**src/rtl/uart_tx_fifo.sv**
```systemverilog
`timescale 1ns/1ps
`default_nettype none
// ============================================================================
// uart_tx_fifo : 8N1/8N2 LSB-first UART transmitter fed by a small byte FIFO
// Revision 1.0
// ============================================================================
module uart_tx_fifo #(
    parameter int CLK_PER_HALF_BIT = 5208,
    parameter int FIFO_DEPTH       = 4,
    parameter int STOP_BITS        = 1
) (
    input  logic                          clk,
    input  logic                          rstn,
    input  logic [7:0]                    tdata,
    input  logic                          tvalid,
    output logic                          tready,
    output logic                          txd,
    output logic                          busy,
    output logic [$clog2(FIFO_DEPTH):0]   fifo_count
);

    localparam int T  = 2 * CLK_PER_HALF_BIT;
    localparam int TW = $clog2(T);
    localparam int AW = $clog2(FIFO_DEPTH);
    localparam int CW = AW + 1;

    typedef enum logic [1:0] {
        S_IDLE  = 2'd0,
        S_START = 2'd1,
        S_DATA  = 2'd2,
        S_STOP  = 2'd3
    } state_t;

    state_t          state_q, state_d;
    logic [TW-1:0]   timer_q, timer_d;
    logic [2:0]      idx_q,   idx_d;
    logic [7:0]      shift_q, shift_d;
    logic            txd_q,   txd_d;
    logic [AW-1:0]   wptr_q,  wptr_d;
    logic [AW-1:0]   rptr_q,  rptr_d;
    logic [CW-1:0]   count_q, count_d;
    logic [7:0]      mem [FIFO_DEPTH];

    logic            push;
    logic            pop;
    logic            last_tick;
    logic            fifo_nonempty;

    // tready is gated by rstn so no push can be accepted while reset is held
    assign tready        = rstn & (count_q != CW'(FIFO_DEPTH));
    assign push          = tvalid & tready;
    assign fifo_nonempty = (count_q != '0);
    assign last_tick     = (timer_q == TW'(T - 1));

    always_comb begin
        state_d = state_q;
        timer_d = last_tick ? '0 : timer_q + TW'(1);
        idx_d   = idx_q;
        shift_d = shift_q;
        txd_d   = txd_q;
        pop     = 1'b0;

        case (state_q)
            S_IDLE: begin
                timer_d = '0;
                if (fifo_nonempty) begin
                    pop     = 1'b1;
                    shift_d = mem[rptr_q];
                    txd_d   = 1'b0;
                    state_d = S_START;
                end
            end
            S_START: begin
                if (last_tick) begin
                    state_d = S_DATA;
                    idx_d   = 3'd0;
                    txd_d   = shift_q[0];
                end
            end
            S_DATA: begin
                if (last_tick) begin
                    if (idx_q == 3'd7) begin
                        state_d = S_STOP;
                        idx_d   = 3'd0;
                        txd_d   = 1'b1;
                    end else begin
                        idx_d   = idx_q + 3'd1;
                        shift_d = {1'b0, shift_q[7:1]};
                        txd_d   = shift_q[1];
                    end
                end
            end
            S_STOP: begin
                if (last_tick) begin
                    if (idx_q == 3'(STOP_BITS - 1)) begin
                        // Chain straight into the next start bit when a byte is waiting
                        if (fifo_nonempty) begin
                            pop     = 1'b1;
                            shift_d = mem[rptr_q];
                            txd_d   = 1'b0;
                            state_d = S_START;
                        end else begin
                            state_d = S_IDLE;
                        end
                    end else begin
                        idx_d = idx_q + 3'd1;
                    end
                end
            end
            default: begin
                state_d = S_IDLE;
                txd_d   = 1'b1;
            end
        endcase
    end

    always_comb begin
        wptr_d  = push ? wptr_q + AW'(1) : wptr_q;
        rptr_d  = pop  ? rptr_q + AW'(1) : rptr_q;
        count_d = count_q;
        case ({push, pop})
            2'b10:   count_d = count_q + CW'(1);
            2'b01:   count_d = count_q - CW'(1);
            default: count_d = count_q;
        endcase
    end

    always_ff @(posedge clk or negedge rstn) begin
        if (!rstn) begin
            state_q <= S_IDLE;
            timer_q <= '0;
            idx_q   <= 3'd0;
            shift_q <= 8'd0;
            txd_q   <= 1'b1;
            wptr_q  <= '0;
            rptr_q  <= '0;
            count_q <= '0;
        end else begin
            state_q <= state_d;
            timer_q <= timer_d;
            idx_q   <= idx_d;
            shift_q <= shift_d;
            txd_q   <= txd_d;
            wptr_q  <= wptr_d;
            rptr_q  <= rptr_d;
            count_q <= count_d;
        end
    end

    always_ff @(posedge clk) begin
        if (push) begin
            mem[wptr_q] <= tdata;
        end
    end

    assign txd        = txd_q;
    assign busy       = (state_q != S_IDLE) | fifo_nonempty;
    assign fifo_count = count_q;

endmodule
`default_nettype wire

```
**config.mk**
```make
export PLATFORM = sky130hd
export DESIGN_NAME = uart_tx_fifo
export DESIGN_NICKNAME = d
export VERILOG_FILES = /design/src/rtl/uart_tx_fifo.sv
export SDC_FILE = /design/constraint.sdc
export NUM_CORES = 1
export LEC_CHECK = 0
export ABC_AREA = 1
export CAP_MARGIN = 20
export CORE_MARGIN = 2
export CORE_UTILIZATION = 45
export DETAILED_ROUTE_END_ITERATION = 8
export SLEW_MARGIN = 10
export SYNTH_ARGS = -nofsm -noshare
export SYNTH_HDL_FRONTEND = slang
export SYNTH_SLANG_ARGS = --single-unit
```
**constraint.sdc**
```tcl
create_clock -name clk -period 4.4 [get_ports clk]
set_input_delay 0.66 -clock clk [delete_from_list [all_inputs] [get_ports clk]]
set_output_delay 0.66 -clock clk [all_outputs]
set_load 0.01 [all_outputs]
```
==> results of run 1 <==
==> per-layer routing <==
metal  part of all wire, %  up-vias  track usage, %
li1                      -     1217               -
met5                     0        -               0
met2                    45       33            25.9
met3                   3.4        7            4.42
met1                    50     1100            23.7
met4                   1.3        0            6.67
==> worst max-delay path: cells and delay by family (launching register included) <==
family	cells	cell delay, ns
adders and majority gates	1	0.27
DFF	1	0.43
and+or+nand+nor	1	0.16
buffers and inverters	4	0.71
==> worst min-delay path by stage <==
stage	from	to	depth (start not counted)
3_5_place_dp	timer_q[0]	timer_q[0]	1
3_3_place_gp	timer_q[0]	timer_q[0]	1
4_1_cts	rstn	timer_q[13]	2
5_1_grt	rstn	timer_q[13]	2
6_report	rstn	timer_q[11]	2
2_1_floorplan	rstn	fifo_count[0]	0
==> cells in the mapped netlist (all sizes together), types with 5 or more instances <==
library cell,number
nor3b,5
o21ai,11
nor2,36
edfxtp,32
nand2,114
a21oi,7
ha,14
dfrtp,34
buf,5
nand3,43
inv,39
nor3,5
==> layout make-up <==
cell class	instances	area (sq um)	share of cell area, %
clock buffer	9	124	3.21
clock inverter	7	116	3.02
inverter	40	155	4.02
multi-input combinational	247	1340	34.7
sequential	67	1840	47.7
tap	99	124	3.21
timing repair buffer	17	163	4.22
==> sequential cells by signal (all words and copies together), names as in the netlist <==
name	count
state_q	2
txd	1
idx_q	3
wptr_q	2
rptr_q	2
fifo_count	3
mem	32
shift_q	8
timer_q	14
==> metrics by stage <==
step	power [mW]	hold slack, ns	setup WS (ns)	util (%)
after floorplan	1.70	0.364	2.15	-
after CTS	2.58	0.390	1.80	53.2
after global routing	2.78	0.412	1.64	53.2
after detailed placement	1.96	0.455	1.97	49.9
after global placement	1.94	0.445	2.02	49.9
final	2.55	0.384	1.83	53.2
==> placed cells by master (no fill, tap or decap), types with 7 or more instances in the layout <==
master / synthesis / layout
nand2_1: 108 / 108
nand3_1: 40 / 40
dfrtp_1: 34 / 34
edfxtp_1: 32 / 32
inv_1: 31 / 31
nor2_1: 30 / 30
clkdlybuf4s50_1: 0 / 15
ha_1: 14 / 14
clkbuf_8: 0 / 9
o21ai_0: 8 / 8
inv_2: 7 / 7
a21oi_1: 7 / 7
==> cells by family after synthesis <==
family / synth area share [%]
AND/OR/NAND/NOR: 28.4
flip-flops: 54.7
buffers and inverters: 5.62
AO/OA/AOI/OAI: 4.46
adder cells (fa/ha/maj): 5.80
XOR/XNOR: 1.04
==> power breakdown <==
| part | leakage, nW | total, mW | internal, mW | switching [mW] |
|---|---|---|---|---|
| clock network | 0.121 | 0.614 | 0.375 | 0.239 |
| registers | 0.740 | 0.918 | 0.803 | 0.114 |
| logic | 0.854 | 1.02 | 0.379 | 0.639 |
| total | 1.71 | 2.55 | 1.56 | 0.992 |
==> flow_summary.yaml, run 1 <==
run_status:
  status: "finished clean"
sta:
  final_hold_viol_count: 0
  finalSetupViolCount: 0
  tightestPinTransition_ns: 0.771
  setup_tns_ns: 0
  timing.slew.headroom_pct: 48.4
  max_freq_ghz: 0.389
  rsz0062_at_grt: "false"
  timing.final.crit_share_pct: 58.5
  final-max-slew-violation-count: 0
  finalCriticalPeriod_ns: 2.57
  skew_ns: 0.0109
floorplan:
  num_rows: 31
  boundaryPins: 17
  fp.dieH_um: 90.5
  core-area_sq_um: 7250
  fp.dieArea_sq_um: 8180
  initial_core_util_pct: 46.4
  die_x_um: 90.5
detailed_routing:
  ant_nets: 0
  wl_per_cell_um: 12.9
  via_per_inst: 4.85
  drt_pass1_iterations: 4
  routed-via-count: 2357
  drc: 0
  drt_iter0_markers: 105
  routed_wl_um: 6260
placed_design:
  port-buffer-count: 16
  placed_area_sq_um: 3620
  dpl.cell_count: 470
  gp_congestion: 0.741
  hpwl_um: 4420
global_route:
  antenna_found_initial: 0
  grt_pass1_vias: 2364
  track_usage_pct: 17.1
  grt_max_degree: 36
  grt-ovfl-total: 0
  grt_first_pass_wirelength_um: 11100
cells_and_area:
  fin_nets: 408
  diodes: 0
  final_area_sq_um: 3860
  final_cells: 486
  syn_to_final_growth_pct: 14.7
  nFillCells: 692
  drive_above_1_share_pct: 12.1
power_and_ir_drop:
  power_density_nw_per_um2: 661
  total_leakage_power_nw: 1.71
  ir_worst_vdd_mv: 0.291
worst_setup_path:
  crit_end: "busy"
  crit_required_ns: 3.74
  worst_path_most_repeated_cell: "inv_1"
  crit_fanout: 4
  cpPeakStageDelay_ns: 0.47
  path_class: "flip-flop to primary output"
  startpoint_type: "flip-flop"
  cpMaxStageDelayCell: "clkdlybuf4s50_1"
  r2r-end: "fifo_count[2]"
  reg2regPathDepth: 15
  r2r_start: "timer_q[0]"
  setup.worst_path.end_class: "primary output"
  critical_path.cell_chain: "inv_1 > ha_1 > inv_1 > nor2_1 > inv_1 > clkdlybuf4s50_1"
  worstSetupStartpoint: "state_q[1]"
  worstPathArrival_ns: 1.91
  regToRegSetupSlack_ns: 1.92
run:
  drv_cap: 0
clocking:
  cts-buffers-inserted: 9
  htreeDepth: 3
  cts.clk_slew.worst_paths_ns: 0.08
  cts_buffer_depth: 2
  worst_skew_pair.late_latency_ns: 0.34
  root_buffer: "clkbuf_8"
  cts_tree: "yes"
  post_cts_resized: 0
  postCtsSetupBuffers: 0
  cts_sinks: 67
  hold_buffers: 0
synthesis:
  synth_edf_count: 32
  syn_area_per_cell_sq_um: 9.37
  seq_area_frac_synth_pct: 54.7
  ys_async_sr_fraction_pct: 52.2
  synthCells: 359
  yosys.area.top_type: "edfxtp_1"
  ys_types: 39
  synth-seq-cells: 67
  synth_top_area_share_pct: 28.6
  synth_area_sq_um: 3360
  synthTopCellsByArea: "edfxtp_1, dfrtp_1, nand2_1"
  synth_nets: 385
  ys.flop_type: "dfrtp_1"
  ys.warnings.count: 0
min_path:
  hold_class: "primary input to asynchronous set/reset pin"
(Power assumes the default switching activity.)
==> run 2: changes to the inputs <==
==> constraint.sdc (replaced) <==
create_clock -name clk -period 2.5 [get_ports clk]
set_input_delay 0.375 -clock clk [delete_from_list [all_inputs] [get_ports clk]]
set_output_delay 0.375 -clock clk [all_outputs]
set_load 0.01 [all_outputs]
==> run 2 against run 1 <==
First-iteration DRC count increased by 51%. Highest routed layer unchanged. Register-to-register slack worse by 1.7 ns. Combinational power rose by 85%. Final cell count rose by 1.4%. Largest cell class unchanged. Clock-buffer cell count stayed put. Core utilization is 0.40 points higher. Critical endpoint unchanged.
==> flow_summary.yaml, run 2 (synthesis gave the netlist of run 1 again) <==
run_status:
  status: "finished clean"
global_route:
  grt-ovfl-total: 0
  grt_first_pass_wirelength_um: 11200
  antenna_found_initial: 0
  grt_max_degree: 36
  grt_pass1_vias: 2356
  track_usage_pct: 17.3
cells_and_area:
  final_common_cell: "nand2_1"
  drive_above_1_share_pct: 15.0
  final_util_pct: 53.6
  largest_register_ff_count: 32
  syn_to_final_growth_pct: 15.5
  reg_top3: "mem (32), timer_q (14), shift_q (8)"
  fin_nets: 415
  final_cells: 493
  final_cell_mix: "nand2_1, nand3_1, dfrtp_1, edfxtp_1, inv_1"
  regMostFlops: "mem"
  diodes: 0
power_and_ir_drop:
  total_leakage_power_nw: 1.72
  ir_worst_vdd_mv: 0.554
  power_density_nw_per_um2: 1130
clocking:
  root_buffer: "clkbuf_8"
  cts.clk_slew.worst_paths_ns: 0.08
  worst_skew_pair.late_latency_ns: 0.35
  cts_buffer_depth: 2
  cts_sinks: 67
  cts_tree: "yes"
  cts-buffers-inserted: 9
  htreeDepth: 3
sta:
  max_freq_ghz: 0.432
  setup_tns_ns: 0
  timing.slew.headroom_pct: 66.3
  finalCriticalPeriod_ns: 2.31
  final_hold_viol_count: 0
  timing.final.crit_share_pct: 92.6
  skew_ns: 0.00994
  final-max-slew-violation-count: 0
  finalSetupViolCount: 0
  rsz0062_at_grt: "false"
  whs_ns: 0.102
  fin_ws_ns: 0.186
  tightestPinTransition_ns: 0.506
detailed_routing:
  ant_nets: 0
  routed_wl_um: 6350
  drc: 0
  wl_per_cell_um: 12.9
  via_per_inst: 4.87
  drt_iter0_markers: 159
  routed-via-count: 2401
  drt_pass1_iterations: 4
worst_setup_path:
  startpoint_type: "flip-flop"
  regToRegSetupSlack_ns: 0.22
  crit_required_ns: 2.12
  worstPathArrival_ns: 1.94
  crit_fanout: 6
  setup.worst_path.end_class: "primary output"
  path_class: "flip-flop to primary output"
floorplan:
  die_x_um: 90.5
  initial_core_util_pct: 46.4
  num_rows: 31
  core-area_sq_um: 7250
  fp.dieArea_sq_um: 8180
  fp.dieH_um: 90.5
  boundaryPins: 17
placed_design:
  port-buffer-count: 16
  post-place-ws_ns: 0.115
  gp_congestion: 0.772
  dpl.cell_count: 476
  hpwl_um: 4370
run:
  drv_cap: 0
min_path:
  hold_class: "primary input to asynchronous set/reset pin"
==> run 2: cell type report <==
class	count	area [sq um]
Tap cell	99	124
Clock inverter	7	76.3
Sequential cell	67	1840
Fill cell	685	3370
Multi-Input combinational cell	247	1350
Timing Repair Buffer	24	215
Inverter	40	155
Clock buffer	9	124
==> run 2: what timing repair did <==
| action | CTS | global route |
|---|---|---|
| endpoints found under the setup margin | 0 | 2 |
| buffers inserted | 0 | 1 |
| resized for setup | 0 | 6 |
| hold buffers | 0 | 0 |
| endpoints found under the hold margin | 0 | 0 |
==> run 2: per-stage QoR <==
stage | area, sq um | power [mW]
2_1_floorplan | 3360 | 2.98
3_3_place_gp | 3660 | 3.45
3_5_place_dp | 3660 | 3.46
4_1_cts | 3860 | 4.40
5_1_grt | 3880 | 4.80
6_report | 3880 | 4.40
==> run 2: final timing paths <==
check	from	end	depth (start not counted)
setup / recovery	state_q[0]	busy	6
hold / removal	rstn	timer_q[12]	2
setup reg to reg	timer_q[0]	fifo_count[2]	15
hold reg to reg	txd	txd	2
max in group asynchronous	rstn	txd	2
min in group clk	txd	txd	2
==> run 2: routing by layer <==
layer | vias up | GRT usage [%] | wire (um)
li1 | 1228 | - | -
met1 | 1127 | 23.3 | 3150
met2 | 32 | 26.9 | 2850
met3 | 14 | 3.84 | 213
met4 | 0 | 7.95 | 137
met5 | - | 0 | 0
==> run 2: worst max-delay path, stage by stage (launching register included) <==
cell	delay, ns
dfrtp_1	0.44
inv_1	0.13
ha_2	0.25
inv_1	0.05
nor2_1	0.19
inv_1	0.06
clkdlybuf4s50_1	0.47
==> run 2: report_power, final <==
| group | total [mW] | leakage (nW) | switching (mW) | internal (mW) |
|---|---|---|---|---|
| registers | 1.58 | 0.740 | 0.166 | 1.41 |
| logic | 1.89 | 0.886 | 1.18 | 0.709 |
| clock network | 0.926 | 0.0962 | 0.459 | 0.467 |
==> run 3: changes to the inputs <==
--- a/config.mk
+++ b/config.mk
@@ -6,7 +6,7 @@
 export NUM_CORES = 1
 export LEC_CHECK = 0
 export ABC_AREA = 1
-export CAP_MARGIN = 20
+export CAP_MARGIN = 30
 export CORE_MARGIN = 2
 export CORE_UTILIZATION = 45
 export DETAILED_ROUTE_END_ITERATION = 8
==> results of run 3 <==
Same layout as run 2: the final DEF is identical, and so are final timing and power.
